--- src/rtl/icap_pkg.sv ---
// Shared constants for the Spartan-6 IPROG command stream: packet words, FSM
// state codes and the per-byte bit reversal the ICAP data port expects.
package icap_pkg;

  localparam logic [15:0] DUMMY_WORD = 16'hFFFF;
  localparam logic [15:0] SYNC_WORD0 = 16'hAA99;
  localparam logic [15:0] SYNC_WORD1 = 16'h5566;
  localparam logic [15:0] NOOP_WORD  = 16'h2000;

  // Type-1 single-word write headers
  localparam logic [15:0] HDR_GENERAL1 = 16'h3261;
  localparam logic [15:0] HDR_GENERAL2 = 16'h3281;
  localparam logic [15:0] HDR_GENERAL3 = 16'h32A1;
  localparam logic [15:0] HDR_GENERAL4 = 16'h32C1;
  localparam logic [15:0] HDR_CMD      = 16'h30A1;

  localparam logic [15:0] CMD_IPROG = 16'h000E;

  localparam logic [3:0] LAST_WORD = 4'd13;

  localparam logic [2:0] ST_IDLE   = 3'd0;
  localparam logic [2:0] ST_LOAD   = 3'd1;
  localparam logic [2:0] ST_WRITE  = 3'd2;
  localparam logic [2:0] ST_CE_OFF = 3'd3;
  localparam logic [2:0] ST_WR_OFF = 3'd4;
  localparam logic [2:0] ST_DONE   = 3'd5;
  localparam logic [2:0] ST_ERR    = 3'd6;

  function automatic logic [15:0] bitswap16(input logic [15:0] d);
    logic [15:0] r;
    r = '0;
    for (int i = 0; i < 8; i++) begin
      r[i]     = d[7-i];
      r[8 + i] = d[15-i];
    end
    return r;
  endfunction

endpackage

--- src/rtl/icap_seq_rom.sv ---
// Word table of the IPROG sequence: maps word index and boot address to the
// pre-swap 16-bit word written into the ICAP.
module icap_seq_rom
  import icap_pkg::*;
#(
  parameter logic [23:0] GOLDEN_ADDR   = 24'h000000,
  parameter logic [7:0]  SPI_RD_OPCODE = 8'h03
) (
  input  logic [3:0]  w_i,
  input  logic [23:0] addr_i,
  output logic [15:0] word_o
);

  always_comb begin
    word_o = NOOP_WORD;
    case (w_i)
      4'd0:    word_o = DUMMY_WORD;
      4'd1:    word_o = SYNC_WORD0;
      4'd2:    word_o = SYNC_WORD1;
      4'd3:    word_o = HDR_GENERAL1;
      4'd4:    word_o = addr_i[15:0];
      4'd5:    word_o = HDR_GENERAL2;
      4'd6:    word_o = {SPI_RD_OPCODE, addr_i[23:16]};
      4'd7:    word_o = HDR_GENERAL3;
      4'd8:    word_o = GOLDEN_ADDR[15:0];
      4'd9:    word_o = HDR_GENERAL4;
      4'd10:   word_o = {SPI_RD_OPCODE, GOLDEN_ADDR[23:16]};
      4'd11:   word_o = HDR_CMD;
      4'd12:   word_o = CMD_IPROG;
      default: word_o = NOOP_WORD;
    endcase
  end

endmodule

--- src/rtl/icap_multiboot_seq.sv ---
// Multiboot reboot sequencer: streams the IPROG packet for the selected flash
// image into ICAP_SPARTAN6, honouring BUSY with a timeout, then reports done/err.
module icap_multiboot_seq
  import icap_pkg::*;
#(
  parameter int                         NUM_IMAGES    = 4,
  parameter logic [24*NUM_IMAGES-1:0]   IMAGE_ADDR    = {24'h400000, 24'h200000,
                                                         24'h100000, 24'h000000},
  parameter logic [23:0]                GOLDEN_ADDR   = 24'h000000,
  parameter logic [7:0]                 SPI_RD_OPCODE = 8'h03,
  parameter int                         BITSWAP       = 1,
  parameter int                         BUSY_TMO      = 255
) (
  input  logic        sclk,
  input  logic        rst,
  input  logic        start,
  input  logic [3:0]  slot,
  output logic        busy,
  output logic        done,
  output logic        err,
  output logic        icap_ce_n,
  output logic        icap_write_n,
  output logic [15:0] icap_i,
  input  logic        icap_busy
);

  localparam logic [4:0]  NUM_IMG_L = 5'(NUM_IMAGES);
  localparam logic [15:0] TMO_LIMIT = 16'(BUSY_TMO);

  logic [2:0]  state_q, state_d;
  logic [3:0]  slot_q, slot_d;
  logic [23:0] addr_q, addr_d;
  logic [3:0]  w_q, w_d;
  logic [15:0] tmo_q, tmo_d;
  logic        abort_q, abort_d;
  logic        ce_n_q, ce_n_d;
  logic        wr_n_q, wr_n_d;
  logic [15:0] data_q, data_d;
  logic        busy_q, busy_d;
  logic        done_q, done_d;
  logic        err_q, err_d;

  logic [15:0] rom_word;
  logic [15:0] out_word;

  // Unused slots read as zero; they are rejected before the table is used.
  logic [23:0] img_tbl [16];
  for (genvar k = 0; k < 16; k++) begin : g_img
    if (k < NUM_IMAGES) begin : g_on
      assign img_tbl[k] = IMAGE_ADDR[24*k +: 24];
    end else begin : g_off
      assign img_tbl[k] = '0;
    end
  end

  icap_seq_rom #(
    .GOLDEN_ADDR   (GOLDEN_ADDR),
    .SPI_RD_OPCODE (SPI_RD_OPCODE)
  ) u_rom (
    .w_i    (w_d),
    .addr_i (addr_d),
    .word_o (rom_word)
  );

  assign out_word = (BITSWAP != 0) ? bitswap16(rom_word) : rom_word;

  always_comb begin
    // NOTE: every signal gets a default first so no path leaves it unassigned,
    // which would otherwise infer a latch.
    state_d = state_q;
    slot_d  = slot_q;
    addr_d  = addr_q;
    w_d     = w_q;
    tmo_d   = tmo_q;
    abort_d = abort_q;
    ce_n_d  = ce_n_q;
    wr_n_d  = wr_n_q;
    busy_d  = busy_q;
    done_d  = 1'b0;
    err_d   = 1'b0;

    case (state_q)
      ST_IDLE: begin
        if (start) begin
          slot_d  = slot;
          busy_d  = 1'b1;
          state_d = ST_LOAD;
        end
      end
      ST_LOAD: begin
        w_d     = '0;
        tmo_d   = '0;
        abort_d = 1'b0;
        if ({1'b0, slot_q} < NUM_IMG_L) begin
          addr_d  = img_tbl[slot_q];
          ce_n_d  = 1'b0;
          wr_n_d  = 1'b0;
          state_d = ST_WRITE;
        end else begin
          err_d   = 1'b1;
          busy_d  = 1'b0;
          state_d = ST_ERR;
        end
      end
      ST_WRITE: begin
        if (icap_busy) begin
          // BUSY_TMO stalled cycles are tolerated; one more aborts the packet.
          if (tmo_q == TMO_LIMIT) begin
            abort_d = 1'b1;
            ce_n_d  = 1'b1;
            state_d = ST_CE_OFF;
          end else begin
            tmo_d = tmo_q + 16'd1;
          end
        end else begin
          tmo_d = '0;
          if (w_q == LAST_WORD) begin
            ce_n_d  = 1'b1;
            state_d = ST_CE_OFF;
          end else begin
            w_d = w_q + 4'd1;
          end
        end
      end
      ST_CE_OFF: begin
        wr_n_d  = 1'b1;
        state_d = ST_WR_OFF;
      end
      ST_WR_OFF: begin
        busy_d = 1'b0;
        if (abort_q) begin
          err_d   = 1'b1;
          state_d = ST_ERR;
        end else begin
          done_d  = 1'b1;
          state_d = ST_DONE;
        end
      end
      ST_DONE, ST_ERR: state_d = ST_IDLE;
      default:         state_d = ST_IDLE;
    endcase

    // WRITE only ever changes while CE is high, so data is reloaded only when CE stays low.
    data_d = ce_n_d ? data_q : out_word;
  end

  // NOTE: state updates use non-blocking assignments so every register samples
  // the pre-edge values; reset is asynchronous and takes effect immediately.
  always_ff @(posedge sclk or posedge rst) begin
    if (rst) begin
      state_q <= ST_IDLE;
      slot_q  <= '0;
      addr_q  <= '0;
      w_q     <= '0;
      tmo_q   <= '0;
      abort_q <= 1'b0;
      ce_n_q  <= 1'b1;
      wr_n_q  <= 1'b1;
      data_q  <= DUMMY_WORD;
      busy_q  <= 1'b0;
      done_q  <= 1'b0;
      err_q   <= 1'b0;
    end else begin
      state_q <= state_d;
      slot_q  <= slot_d;
      addr_q  <= addr_d;
      w_q     <= w_d;
      tmo_q   <= tmo_d;
      abort_q <= abort_d;
      ce_n_q  <= ce_n_d;
      wr_n_q  <= wr_n_d;
      data_q  <= data_d;
      busy_q  <= busy_d;
      done_q  <= done_d;
      err_q   <= err_d;
    end
  end

  assign busy         = busy_q;
  assign done         = done_q;
  assign err          = err_q;
  assign icap_ce_n    = ce_n_q;
  assign icap_write_n = wr_n_q;
  assign icap_i       = data_q;

endmodule
--- config.mk ---
export PLATFORM = sky130hd
export DESIGN_NAME = icap_multiboot_seq
export DESIGN_NICKNAME = d
export VERILOG_FILES = /design/src/rtl/icap_pkg.sv /design/src/rtl/icap_seq_rom.sv /design/src/rtl/icap_multiboot_seq.sv
export SDC_FILE = /design/constraint.sdc
export NUM_CORES = 1
export LEC_CHECK = 0
export BUFFER_PORTS_ARGS = -buffer_cell sky130_fd_sc_hd__buf_2
export CORE_MARGIN = 5
export CORE_UTILIZATION = 50
export CTS_CLUSTER_SIZE = 40
export DETAILED_ROUTE_END_ITERATION = 10
export HOLD_SLACK_MARGIN = 0.12
export MAX_ROUTING_LAYER = met4
export PLACE_DENSITY_LB_ADDON = 0.1
export SLEW_MARGIN = 40
export SYNTH_ARGS = -nofsm -noshare
export SYNTH_HDL_FRONTEND = slang
export SYNTH_SLANG_ARGS = --single-unit
--- constraint.sdc ---
create_clock -name sclk -period 2.97 [get_ports sclk]
set_input_delay 0.1485 -clock sclk [delete_from_list [all_inputs] [get_ports sclk]]
set_output_delay 0.1485 -clock sclk [all_outputs]
set_load 0.02 [all_outputs]
==> results_dict.tcl <==
set metrics [dict create \
    drtIter0Drc 125 \
    reg2regPathDepth 7 \
    cp.arrival_ns 2.89 \
    cts_max_level 3 \
    synth_top_family_by_area "compound AO/OA/AOI/OAI gates" \
    synth_xor_area_share_pct 0.245 \
    cts_setup_buffers 0 \
    cts_resized 0 \
    synth_edf_count 0 \
    synth_ff_type "dfrtp_1" \
    clock_latency_ns 0.35 \
    relSlewSlack_pct 59.5 \
    p_per_area_nw_per_um2 820 \
    synth_fp_nets 373 \
    dr_total_vias 2842 \
    critPathMaxFanout 22 \
    die_y_um 94.6 \
    grt_usage_pct 19.5 \
    grt_max_degree 48 \
    r2r-start "state_q[0]" \
    grt_pass1_vias 2762 \
    route.detailed.drc 0 \
    muxShareOfSynthArea_pct 2.55 \
    routedWlPerCell_um 15.5 \
    reg2reg_to "icap_i[6]" \
    synth-simple-area-share_pct 19.7 \
    die_area_sq_um 8950 \
    cpMostUsedCell "or3_1" \
    setup_violations 0 \
    syn2layout_area_growth_pct 13.9 \
    synth_fa_ha_area_share_pct 1.05 \
    syn_area_sq_um 3580 \
    min_delay_path_depth 3 \
    drt-pass1-iter-count 5 \
    grt_setup_unrepaired "no" \
    cts.sinks 73 \
    synth_compound_area_share_pct 21.0 \
    crit_family "simple AND/OR/NAND/NOR gates" \
    layout_common_cells "dfrtp_1 (55), nand2_1 (47), o21ai_0 (28), buf_2 (28), and2_1 (26)" \
    hold_viol_final 0 \
    fp.dieW_um 94.6 \
    fin_nets 411 \
    cp_slowest_stage_delay_ns 0.55 \
    routed_wl_um 7790 \
    worst_hold_startpoint "start" \
    fmax_ghz 0.384 \
    cpMaxStageDelayCell "dfrtp_1" \
    cts_buffer_depth 2 \
    drive_above_1_share_pct 22.0 \
    synth_cells 362 \
    min_to "state_q[0]" \
    fin_hold_ws_ns 0.233 \
    path_cells "or3b_4 > or3_1 > a2bb2oi_4 > and2_1 > inv_2 > or3_1 > nand3_1" \
    grt_pass1_wl_um 13300 \
    required_ns 3.26 \
    period_needed_ns 2.60 \
    power.leakage_nw 1.77 \
    crit_buf_inv 1 \
    io_pins 29 \
    final.setup_skew_ns 0.00941 \
    yosysWarnings 0 \
    tightestPinTransition_ns 0.607 \
    row_count 30 \
    regToRegSetupSlack_ns 0.37 \
    synth_seq_cells 73 \
    ir_worst_vdd_mv 0.407 \
    coreArea_sq_um 6870 \
    synth.distinct_cells 62 \
    cts_made_buffers 9 \
    finish.utilization_pct 59.3 \
    hold_path.class "in2reg" \
    overflow 0 \
    synthArstFlopShare_pct 100 \
    outcome "finished clean" \
    start_kind "flip-flop" \
    gp_congestion 0.828 \
    avgSynthCellArea_sq_um 9.88 \
    drv_cap 0 \
    cts_tree "built" \
    cts_hold_buf 5 \
    critical_path_class "reg2reg" \
    hpwlAfterDp_um 5450 \
    post-route-period-util_pct 87.7 \
    vias_per_cell 5.67 \
    clkTransAtPathRegs_ns 0.08 \
    layout_commonest_cell "dfrtp_1" \
    ant_nets 0 \
    cts-root-buf "clkbuf_8" \
    setup.worst_path.end_class "flip-flop" \
    slew_viol_final 0 \
    diodes 0 \
    setup_tns_ns 0 \
    port_buffers 28 \
    seq_area_frac_synth_pct 51.7 \
    antenna_found_initial 0 \
    start_util_pct 52.1 \
]
metrics by stage:
step / power (W) / cells / area, sq um / setup slack [ns]
detailed placement: 0.00268 / 480 / 3850 / 0.377
finish: 0.00334 / 501 / 4080 / 0.365
global placement: 0.00266 / 480 / 3850 / 0.418
global route: 0.00358 / 501 / 4080 / 0.120
CTS: 0.00338 / 501 / 4080 / 0.360
floorplan: 0.00229 / 362 / 3580 / 0.728
where the power goes:
group          internal, W  switching (W)
clock network     0.000304       0.000382
registers          0.00124       0.000180
logic             0.000504       0.000730
total              0.00205        0.00129
final cells by class:
cell class                      count  area, sq um
Tap cell                           96          120
Timing Repair Buffer               46          300
Sequential cell                    73         1850
Clock buffer                       10          128
Fill cell                         610         2790
Clock inverter                      6         43.8
Multi-Input combinational cell    259         1590
Inverter                           11         41.3
worst reg2reg max path, delay by kind of cell, from the launching register on:
kind	cells	cell delay [ns]
AND/OR/NAND/NOR	5	1.65
AO/OA/AOI/OAI	1	0.21
flip-flops	1	0.55
buffers and inverters	1	0.16
kinds of logic (layout without fill, tap and decap cells):
logic type                 count (synthesis)  after routing
adders and majority gates                  3              3
muxes                                      8              8
and+or+nand+nor                          138            138
AOI/OAI and AO/OA                        109            109
DFF                                       73             73
xor gates and xnor gates                   1              1
buffers and inverters                     30             73
metal layers:
metal  global-route usage, %  wire length, um  share of wire [%]
met5                       -                0                  0
met4                    6.85              127                1.6
met3                    4.94              324                4.2
met2                    27.8             3470                 44
met1                    27.1             3870                 50
synth_stat cells, types with 4 or more instances:
library cell | n | share of area, %
nand2_1 | 47 | 4.9
nor2_1 | 21 | 2.2
dfstp_2 | 18 | 13
o211ai_1 | 5 | 1.0
nand2b_1 | 4 | 0.70
clkbuf_1 | 8 | 0.84
and2_1 | 26 | 4.5
a21oi_1 | 19 | 2.7
o31ai_1 | 15 | 3.1
and3_1 | 6 | 1.0
dfrtp_1 | 55 | 38
nand3_1 | 9 | 1.3
mux2_2 | 5 | 1.6
a21o_1 | 4 | 0.84
nor3_1 | 4 | 0.56
o21ai_0 | 28 | 3.9
buf_2 | 6 | 0.84
a31oi_1 | 7 | 1.2
inv_1 | 7 | 0.73
registers in the layout, indices dropped and copies added (netlist names):
signal        flops
icap_write_n      1
abort_q           1
tmo_q            16
icap_i           16
state_q           3
w_q               4
done              1
busy              1
slot_q            4
addr_q           24
icap_ce_n         1
err               1
how the worst max path moves through the flow:
stage / start / endpoint / slack, ns / depth (start not counted)
6_report: state_q[0] / icap_i[6] / 0.37 / 7
5_1_grt: state_q[2] / icap_i[10] / 0.12 / 7
4_1_cts: state_q[0] / icap_i[6] / 0.36 / 7
3_5_place_dp: state_q[0] / icap_i[6] / 0.38 / 7
3_3_place_gp: state_q[0] / icap_i[6] / 0.42 / 7
2_1_floorplan: state_q[0] / icap_i[10] / 0.73 / 8
Power figures use the tool's default switching activity.
